===== src/rtl/mandelbrot_pkg.sv =====
// ============================================================================
// Module      : mandelbrot_pkg
// Description : Shared definitions for the Mandelbrot raster engine: FSM
//               state encoding, default fixed-point format and the escape
//               threshold helper.
// Revision    : 1.0 - initial release
// ============================================================================
`default_nettype none

package mandelbrot_pkg;

    // Default fixed-point format: Q3.12 in a 16-bit signed word.
    localparam int DEF_DATA_W = 16;
    localparam int DEF_FRAC_W = 12;

    typedef enum logic [2:0] {
        ST_IDLE = 3'd0,
        ST_INIT = 3'd1,
        ST_ITER = 3'd2,
        ST_OUT  = 3'd3,
        ST_DONE = 3'd4
    } state_t;

    // |z|^2 bound of 4.0 expressed in the fixed-point scale.
    function automatic int esc_threshold(input int frac_w);
        return 4 << frac_w;
    endfunction

endpackage : mandelbrot_pkg

`default_nettype wire


===== src/rtl/mandel_iter_step.sv =====
// ============================================================================
// Module      : mandel_iter_step
// Description : Purely combinational single iteration of z <- z^2 + c in
//               signed fixed point, plus the escape test on the current z.
// Ports       : i_zr/i_zi  current z (signed, DATA_W)
//               i_cr/i_ci  pixel constant c (signed, DATA_W)
//               o_zr_nxt/o_zi_nxt  next z, truncated to DATA_W (wraps)
//               o_escape   1 when |z|^2 > 4.0 (strict)
// Revision    : 1.0 - initial release
// ============================================================================
`default_nettype none

module mandel_iter_step
    import mandelbrot_pkg::*;
#(
    parameter int DATA_W = DEF_DATA_W,
    parameter int FRAC_W = DEF_FRAC_W
) (
    input  logic [DATA_W-1:0] i_zr,
    input  logic [DATA_W-1:0] i_zi,
    input  logic [DATA_W-1:0] i_cr,
    input  logic [DATA_W-1:0] i_ci,
    output logic [DATA_W-1:0] o_zr_nxt,
    output logic [DATA_W-1:0] o_zi_nxt,
    output logic              o_escape
);

    localparam int W2 = 2 * DATA_W;
    localparam logic signed [W2-1:0] c_esc_th = W2'(esc_threshold(FRAC_W));

    // Sign-extend before multiplying so the products are computed at full width.
    logic signed [W2-1:0] w_zr_x;
    logic signed [W2-1:0] w_zi_x;
    logic signed [W2-1:0] w_zr_sq;
    logic signed [W2-1:0] w_zi_sq;
    logic signed [W2-1:0] w_zrzi;
    logic signed [W2-1:0] w_zr2;
    logic signed [W2-1:0] w_zi2;
    logic signed [W2-1:0] w_mag;

    assign w_zr_x  = {{DATA_W{i_zr[DATA_W-1]}}, i_zr};
    assign w_zi_x  = {{DATA_W{i_zi[DATA_W-1]}}, i_zi};

    assign w_zr_sq = w_zr_x * w_zr_x;
    assign w_zi_sq = w_zi_x * w_zi_x;
    assign w_zrzi  = w_zr_x * w_zi_x;

    assign w_zr2   = w_zr_sq >>> FRAC_W;
    assign w_zi2   = w_zi_sq >>> FRAC_W;
    assign w_mag   = w_zr2 + w_zi2;

    assign o_escape = (w_mag > c_esc_th);

    // 2*zr*zi folds the doubling into a shift of FRAC_W-1 instead of FRAC_W.
    // Results are truncated to DATA_W, so overflow wraps in two's complement.
    assign o_zr_nxt = DATA_W'(w_zr2 - w_zi2) + i_cr;
    assign o_zi_nxt = DATA_W'(w_zrzi >>> (FRAC_W - 1)) + i_ci;

endmodule : mandel_iter_step

`default_nettype wire


===== src/rtl/mandelbrot_engine.sv =====
// ============================================================================
// Module      : mandelbrot_engine
// Description : Walks an H_PIX x V_PIX raster of complex points, iterates
//               z <- z^2 + c per pixel until escape or MAX_ITER, and streams
//               one iteration count per pixel over a valid/ready handshake.
// Ports       : Clk_100M, Rst_n (async active-low)
//               start, start_x/start_y, step_x/step_y   frame request
//               busy, frame_done                         frame status
//               pix_valid/pix_ready, pix_iter, pix_col,
//               pix_row, pix_last                        pixel stream
// Revision    : 1.0 - initial release
// ============================================================================
`default_nettype none

module mandelbrot_engine
    import mandelbrot_pkg::*;
#(
    parameter int DATA_W   = DEF_DATA_W,
    parameter int FRAC_W   = DEF_FRAC_W,
    parameter int MAX_ITER = 255,
    parameter int ITER_W   = 8,
    parameter int H_PIX    = 640,
    parameter int V_PIX    = 480,
    parameter int COL_W    = 10,
    parameter int ROW_W    = 9
) (
    input  logic              Clk_100M,
    input  logic              Rst_n,
    input  logic              start,
    input  logic [DATA_W-1:0] start_x,
    input  logic [DATA_W-1:0] start_y,
    input  logic [DATA_W-1:0] step_x,
    input  logic [DATA_W-1:0] step_y,
    output logic              busy,
    output logic              pix_valid,
    input  logic              pix_ready,
    output logic [ITER_W-1:0] pix_iter,
    output logic [COL_W-1:0]  pix_col,
    output logic [ROW_W-1:0]  pix_row,
    output logic              pix_last,
    output logic              frame_done
);

    localparam logic [COL_W-1:0]  c_last_col = COL_W'(H_PIX - 1);
    localparam logic [ROW_W-1:0]  c_last_row = ROW_W'(V_PIX - 1);
    localparam logic [ITER_W-1:0] c_max_iter = ITER_W'(MAX_ITER);

    state_t              r_state;
    state_t              w_state_nxt;

    logic [DATA_W-1:0]   r_start_x;
    logic [DATA_W-1:0]   r_step_x;
    logic [DATA_W-1:0]   r_step_y;
    logic [DATA_W-1:0]   r_cr;
    logic [DATA_W-1:0]   r_ci;
    logic [DATA_W-1:0]   r_zr;
    logic [DATA_W-1:0]   r_zi;
    logic [ITER_W-1:0]   r_iter;
    logic [ITER_W-1:0]   r_pix_iter;
    logic [COL_W-1:0]    r_col;
    logic [ROW_W-1:0]    r_row;

    logic [DATA_W-1:0]   w_zr_nxt;
    logic [DATA_W-1:0]   w_zi_nxt;
    logic                w_escape;
    logic                w_pix_done;
    logic                w_end_row;
    logic                w_last_pos;
    logic                w_handshake;

    mandel_iter_step #(
        .DATA_W (DATA_W),
        .FRAC_W (FRAC_W)
    ) u_step (
        .i_zr     (r_zr),
        .i_zi     (r_zi),
        .i_cr     (r_cr),
        .i_ci     (r_ci),
        .o_zr_nxt (w_zr_nxt),
        .o_zi_nxt (w_zi_nxt),
        .o_escape (w_escape)
    );

    assign w_pix_done  = w_escape || (r_iter == c_max_iter);
    assign w_end_row   = (r_col == c_last_col);
    assign w_last_pos  = w_end_row && (r_row == c_last_row);
    assign w_handshake = (r_state == ST_OUT) && pix_ready;

    // ------------------------------------------------------------------
    // FSM: state register
    // ------------------------------------------------------------------
    always_ff @(posedge Clk_100M or negedge Rst_n) begin
        if (!Rst_n) begin
            r_state <= ST_IDLE;
        end else begin
            r_state <= w_state_nxt;
        end
    end

    // ------------------------------------------------------------------
    // FSM: next-state logic
    // ------------------------------------------------------------------
    always_comb begin
        w_state_nxt = r_state;
        case (r_state)
            ST_IDLE: if (start)       w_state_nxt = ST_INIT;
            ST_INIT:                  w_state_nxt = ST_ITER;
            ST_ITER: if (w_pix_done)  w_state_nxt = ST_OUT;
            ST_OUT:  if (w_handshake) w_state_nxt = w_last_pos ? ST_DONE : ST_INIT;
            ST_DONE:                  w_state_nxt = ST_IDLE;
            default:                  w_state_nxt = ST_IDLE;
        endcase
    end

    // ------------------------------------------------------------------
    // FSM: outputs (decoded from registered state only, so pix_valid has
    // no combinational path from pix_ready)
    // ------------------------------------------------------------------
    always_comb begin
        busy       = 1'b0;
        pix_valid  = 1'b0;
        frame_done = 1'b0;
        case (r_state)
            ST_INIT: busy = 1'b1;
            ST_ITER: busy = 1'b1;
            ST_OUT: begin
                busy      = 1'b1;
                pix_valid = 1'b1;
            end
            ST_DONE: frame_done = 1'b1;
            default: ;
        endcase
    end

    assign pix_iter = r_pix_iter;
    assign pix_col  = r_col;
    assign pix_row  = r_row;
    // Gated by pix_valid so a 1x1 raster does not flag last while idle.
    assign pix_last = pix_valid && w_last_pos;

    // ------------------------------------------------------------------
    // Datapath: raster walk, z registers and iteration counter
    // ------------------------------------------------------------------
    always_ff @(posedge Clk_100M or negedge Rst_n) begin
        if (!Rst_n) begin
            r_start_x  <= '0;
            r_step_x   <= '0;
            r_step_y   <= '0;
            r_cr       <= '0;
            r_ci       <= '0;
            r_zr       <= '0;
            r_zi       <= '0;
            r_iter     <= '0;
            r_pix_iter <= '0;
            r_col      <= '0;
            r_row      <= '0;
        end else begin
            case (r_state)
                ST_IDLE: begin
                    if (start) begin
                        r_start_x <= start_x;
                        r_step_x  <= step_x;
                        r_step_y  <= step_y;
                        r_cr      <= start_x;
                        r_ci      <= start_y;
                        r_col     <= '0;
                        r_row     <= '0;
                    end
                end
                ST_INIT: begin
                    r_zr   <= '0;
                    r_zi   <= '0;
                    r_iter <= '0;
                end
                ST_ITER: begin
                    if (w_pix_done) begin
                        r_pix_iter <= r_iter;
                    end else begin
                        r_zr   <= w_zr_nxt;
                        r_zi   <= w_zi_nxt;
                        r_iter <= r_iter + 1'b1;
                    end
                end
                ST_OUT: begin
                    if (pix_ready) begin
                        if (w_end_row) begin
                            r_col <= '0;
                            r_cr  <= r_start_x;
                            r_row <= r_row + 1'b1;
                            // Imaginary axis runs downward as rows advance.
                            r_ci  <= r_ci - r_step_y;
                        end else begin
                            r_col <= r_col + 1'b1;
                            r_cr  <= r_cr + r_step_x;
                        end
                    end
                end
                default: ;
            endcase
        end
    end

endmodule : mandelbrot_engine

`default_nettype wire


===== config.mk =====
export PLATFORM = sky130hd
export DESIGN_NAME = mandelbrot_engine
export DESIGN_NICKNAME = d
export VERILOG_FILES = /design/src/rtl/mandelbrot_pkg.sv /design/src/rtl/mandel_iter_step.sv /design/src/rtl/mandelbrot_engine.sv
export SDC_FILE = /design/constraint.sdc
export NUM_CORES = 2
export LEC_CHECK = 0
export ABC_AREA = 1
export BUFFER_PORTS_ARGS = -buffer_cell sky130_fd_sc_hd__buf_2
export CORE_MARGIN = 5
export CORE_UTILIZATION = 65
export DETAILED_ROUTE_END_ITERATION = 12
export GPL_TIMING_DRIVEN = 0
export HOLD_SLACK_MARGIN = 0.06
export PLACE_DENSITY = 0.83
export REMOVE_ABC_BUFFERS = 1
export SKIP_CTS_REPAIR_TIMING = 1
export SYNTH_ARGS = -nofsm -noshare
export SYNTH_HDL_FRONTEND = slang
export SYNTH_SLANG_ARGS = --single-unit

===== constraint.sdc =====
create_clock -name Clk_100M -period 10.18 [get_ports Clk_100M]
set_input_delay 2.036 -clock Clk_100M [delete_from_list [all_inputs] [get_ports Clk_100M]]
set_output_delay 2.036 -clock Clk_100M [all_outputs]
set_load 0.03 [all_outputs]

Yosys cells after proc, flatten, opt, wreduce, memory -nomap -nowiden
Index checks and enable logic that the tools add are counted.

cells by class
  reductions and logical operators = 14
  mux-type cells = 30
  multiply operators = 3
  eq/ne operators = 13
  magnitude comparators = 1
  $add $sub $neg = 9

operator list
  kind                                                              count
  two-way mux 16 bit                                                8
  one-hot mux 16 bit (2 select lines)                               4
  multiplier 16 x 16 -> 32 bit                                      2
  adder 16 bit                                                      3
  greater-than comparator 32 x 16 -> 1 bit (second input constant)  1
  subtractor 16 bit                                                 2
  two-way mux 10 bit                                                3
  multiplier 16 x 16 -> 27 bit                                      1
  two-way mux 9 bit                                                 3
  adder 20 x 20 -> 21 bit                                           1
  one-hot mux 10 bit (2 select lines)                               1
  one-hot mux 9 bit (2 select lines)                                1
  one-hot mux 8 bit (2 select lines)                                1
  two-way mux 3 bit                                                 4
  inequality test 2 bit (second input constant)                     6
  one-hot mux 3 bit (4 select lines)                                1
  adder 10 x 1 -> 10 bit (second input constant)                    1
  equality test 10 bit (second input constant)                      1
  adder 9 x 1 -> 9 bit (second input constant)                      1
  equality test 9 bit (second input constant)                       1
  adder 8 x 1 -> 8 bit (second input constant)                      1
  equality test 8 bit (second input constant)                       1
  two-way mux 8 bit                                                 1
  equality test 3 x 2 -> 1 bit (second input constant)              2
  other kinds (11)                                                  19

word-level totals
  register bits = 150
  output and inout port bits = 31
  input bits = 68
  word-level logic and storage cells = 82

Longest topological paths before layout
  depth in word-level cells = 6
  gate-level depth with buffers = 50
  gate-level depth less buffers = 48

Modules after synthesis
A second synthesis with hierarchy kept.

unflattened totals
  cells, all modules = 4928
  area, all modules = 38192.9 µm²

by module, submodules not included
  module             times used  area an instance (µm²)  cells each  seq. area each (µm²)
  mandel_iter_step   1           29852.4                 3815        0.0
  mandelbrot_engine  1           8340.5                  1113        3753.6

Worst setup path after synthesis
No wires, ideal clock.

  path type = register to register
  start = register r_zr[1]
  end = register r_zr[15]
  setup time = 0.118 ns
  data arrival time = 7.615 ns
  cell stages (with the launch flop) = 38
  path buffers = 2
  data required time = 10.062 ns
  path slack = 2.447 ns
  clock period less this slack = 7.733 ns
  cell sequence = dfrtp_1 > clkbuf_1 > buf_1 > nand2_1 > fa_1 > fa_1 > fa_1 > fa_1 > inv_1 > fa_1 > fa_1 > ha_1 > nand2_1 > nor2_1 > nand3_1 > nand3b_1 > nand2_1 > nand2_1 > [2 not listed] > xor2_1 > inv_1 > fa_1 > inv_1 > ha_1 > inv_1 > nor3_1 > inv_1 > o211ai_1 > a21oi_1 > o21bai_1 > nand2_1 > nand2_1 > a21oi_1 > xor2_1 > inv_1 > nand2_1 > nand2_1

between the ends
  cells in the longest elaborated chain, start to end = 6
  elaborated cells on any way between the ends = 10
  classes of those cells = add/sub: 3; mul: 1; order compare: 1; eq/ne: 1; mux: 2; reduce/logical: 2

ends and longest elaborated chain
  item                                      line                      text
  from (decl)                               mandelbrot_engine.sv:56   logic [DATA_W-1:0] r_zr;
  from (signal assigned)                    mandelbrot_engine.sv:179  r_zr <= w_zr_nxt;
  multiplier 16 x 16 -> 32 bit (*)          mandel_iter_step.sv:44    assign w_zr_sq = w_zr_x * w_zr_x;
  adder 20 x 20 -> 21 bit                   mandel_iter_step.sv:50    assign w_mag = w_zr2 + w_zi2;
  greater-than comparator 32 x 16 -> 1 bit  mandel_iter_step.sv:52    assign o_escape = (w_mag > c_esc_th);
  logical OR 1 bit                          mandelbrot_engine.sv:84   assign w_pix_done = w_escape || (r_iter == c_max_iter);
  inequality test 2 bit (no source line)    --
  AND reduction 2 bit (no source line)      --

Every way passes the cells marked *; elsewhere a longest branch is shown, timed or not. The select of a mux whose other input is x is not followed.
A chain may end at the register's enable or synchronous reset.

Worst setup path after layout
  start = register r_zi[1]
  end = register r_zr[0]

between the ends
  cells in the longest elaborated chain, start to end = 6
  elaborated cells on any way between the ends = 10
  classes of those cells = add/sub: 3; mul: 1; order compare: 1; eq/ne: 1; mux: 2; reduce/logical: 2

ends and longest elaborated chain
  item                                      line                      text
  from (decl)                               mandelbrot_engine.sv:57   logic [DATA_W-1:0] r_zi;
  from (signal assigned)                    mandelbrot_engine.sv:180  r_zi <= w_zi_nxt;
  multiplier 16 x 16 -> 32 bit (*)          mandel_iter_step.sv:45    assign w_zi_sq = w_zi_x * w_zi_x;
  adder 20 x 20 -> 21 bit                   mandel_iter_step.sv:50
  greater-than comparator 32 x 16 -> 1 bit  mandel_iter_step.sv:52
  logical OR 1 bit                          mandelbrot_engine.sv:84
  inequality test 2 bit (no source line)    --
  AND reduction 2 bit (no source line)      --

Marks and branches as above.

==> results.toml <==
[power_and_ir_drop]
p_clk_share_pct = 7.1
total_power_uw = 9800
p_per_area_mw_per_mm2 = 255
p_seq_share_pct = 14.3
p_leak_uw = 0.0220
irDropWorstVdd_mv = 0.419
p_switching_uw = 5760
p_int_uw = 4040
combPwrFrac_pct = 78.6
p_sw_share_pct = 58.8

[worst_setup_path]
required_ns = 10.56
rrSetupSlack_ns = 0.55
crit_fanout = 45
arrival_ns = 10.01
r2r_end = "r_zr[0]$_DFFE_PN0P_"
setup.worst_path.end = "r_zr[0]$_DFFE_PN0P_"
startpoint_type = "register"
cp_slowest_cell = "dfrtp_2"
crit_top_cell = "nand2_1"
end_kind = "register"
slowest_delay_ns = 0.87
reg2regPathDepth = 35
startpoint = "r_zi[1]$_DFFE_PN0P_"
crit_type = "reg2reg"
r2r_start = "r_zi[1]$_DFFE_PN0P_"

[logic_synthesis]
synth_area_mm2 = 0.0369
ys_types = 50
synth_flop_cell = "dfrtp_1"
async_flop_share_pct = 100
synth_top_area_cell = "fa_1"
synth-seq-area-share_pct = 10.2
ys_top_cells_by_area = "fa_1 38%, inv_1 13%, ha_1 11%"
synth_top_cell_area_share_pct = 38.4
netlist_instances = 4625
yosys_warnings = 0
syn_avg_cell_area_um2 = 7.97
synth_edf_count = 0
yosys_register_bits = 150

[global_route]
antenna_found_initial = 1
grt_first_pass_wirelength_um = 145000
grt_use_total_pct = 29.0
grt_pass1_vias = 30433
grt.overflow.total = 0
grt_max_degree = 83

[clocking]
cts_tree = "done"
cts_buffer_depth = 2
insertion_delay_ns = 0.45
cts-root-buf = "clkbuf_16"
clock_sinks = 150
cts_buffers = 17
clk_pin_slew_ns = 0.08
htreeDepth = 4

[route]
drt-total-wl_um = 84800
drt_iter0_markers = 2263
wl_per_cell_um = 15.8
first_pass_iters = 6
viasPerCell = 5.40
drc = 0
vias = 28939
ant_nets = 0

[finish]
area_growth_pct = 4.28
final_cell_mix = "1321 x inv_1, 1077 x nand2_1, 707 x fa_1"
drive_above_1_share_pct = 4.21
fillers = 4546
final_common_cell = "inv_1"
layout.nets = 5700
final_area_mm2 = 0.0385

[floorplanning]
io_pins = 99
die_area_mm2 = 0.0616
initial_core_util_pct = 65.5
die_x_um = 248
core_area_mm2 = 0.0563
die_y_um = 248
std_cell_rows = 87

[timing]
setup_slack_ns = 0.550
clock_skew_ns = 0.0194
rsz0062_at_grt = "no"
min_period_ns = 9.63
setup_viol = 0
setup-tns-final_ns = 0
period_share_pct = 94.6
fmax_mhz = 104
worst_pin_slew_ns = 1.40
slew_headroom_pct = 6.32
slew_violations = 0
hold_violations = 0

[placement]
io_buffers = 98
postPlaceCellArea_mm2 = 0.0378
dpl.hpwl_um = 65700
dp_worst_setup_slack_ns = 0.0403
gp_congestion = 0.940

[min_path]
hold_path.class = "reg2reg"

[job]
max_cap_viol_count = 0

[status]
status = "finished, final reports clean"
synthesized netlist by cell type (all sizes together) (9+ instances only):
cell	n
inv	1322
nand2	1085
fa	707
ha	335
nor2	171
dfrtp	150
a21oi	133
clkbuf	133
nand3	112
o21ai	109
xor2	83
xnor2	66
nor3	36
buf	21
nand4	18
a31oi	15
a22oi	14
o21bai	14
a21o	12
a211oi	11
o221ai	10
or2	9
through the flow:
stage	std cells	hold slack (ns)	util [%]
after floorplan	4471	0.443	-
after global placement	5325	0.454	67.0
after detailed placement	5327	0.460	67.1
after CTS	5359	0.478	68.3
after global routing	5359	0.505	68.3
final	5361	0.478	68.3
final cells by class:
type,instances,area (um2),share of cell area (%)
diodes,2,5.00,0.0130
repair buffers,100,544,1.42
multi-input cells,2997,27600,71.7
clock buffers,17,425,1.11
flip-flops and latches,150,3800,9.88
clock inverters,15,205,0.533
inverters,1324,4970,12.9
well taps,756,946,2.46
registers in the layout, summed over array words and instances (netlist names), 9 cells and up:
register   count
r_ci          16
r_step_x      16
r_zi          16
pix_row        9
r_cr          16
pix_col       10
r_start_x     16
r_step_y      16
r_zr          16
worst min-delay path by stage:
| stage | depth (start not counted) | end | start | slack, ns |
|---|---|---|---|---|
| final | 2 | r_start_x[13]$_DFFE_PN0P_ | r_start_x[13]$_DFFE_PN0P_ | 0.48 |
| after global routing | 2 | r_start_x[5]$_DFFE_PN0P_ | r_start_x[5]$_DFFE_PN0P_ | 0.51 |
| after CTS | 2 | r_start_x[5]$_DFFE_PN0P_ | r_start_x[5]$_DFFE_PN0P_ | 0.48 |
| after detailed placement | 2 | r_start_x[5]$_DFFE_PN0P_ | r_start_x[5]$_DFFE_PN0P_ | 0.46 |
| after global placement | 2 | r_start_x[2]$_DFFE_PN0P_ | r_start_x[2]$_DFFE_PN0P_ | 0.45 |
| after floorplan | 2 | r_start_x[13]$_DFFE_PN0P_ | r_start_x[13]$_DFFE_PN0P_ | 0.44 |
routing by layer:
metal,global-route usage (%),part of all wire [%],vias up
li1,-,-,13417
met1,38.6,40,14246
met2,48.9,49,1073
met3,4.30,7.2,203
met4,10.3,3.8,0
met5,0,0,-
worst max-delay path: cells and delay by family, from the launching register on:
kind	cells	cell delay, ns
AO/OA/AOI/OAI	2	0.47
XOR/XNOR	1	0.18
adder cells (fa/ha/maj)	8	3.99
buffers and inverters	4	0.58
flip-flops	1	0.87
AND/OR/NAND/NOR	20	3.41
kinds of logic after synthesis:
family                   after synthesis  share of synthesized area [%]
multiplexers                           2                         0.0543
buffers and inverters               1478                           15.1
adder cells (fa/ha/maj)             1042                           49.7
flip-flops                           150                           10.2
XOR/XNOR                             149                           3.54
AO/OA/AOI/OAI                        355                           5.62
AND/OR/NAND/NOR                     1449                           15.8
power groups by stage:
stage	Sequential [uW]	Combinational (uW)	Clock [uW]
2_1_floorplan	1140	5870	0
3_3_place_gp	1360	7230	0
3_5_place_dp	1380	7510	0
4_1_cts	1370	7590	698
5_1_grt	1430	8740	723
6_report	1400	7710	700
Note: power is estimated with default switching activity, not from simulation.
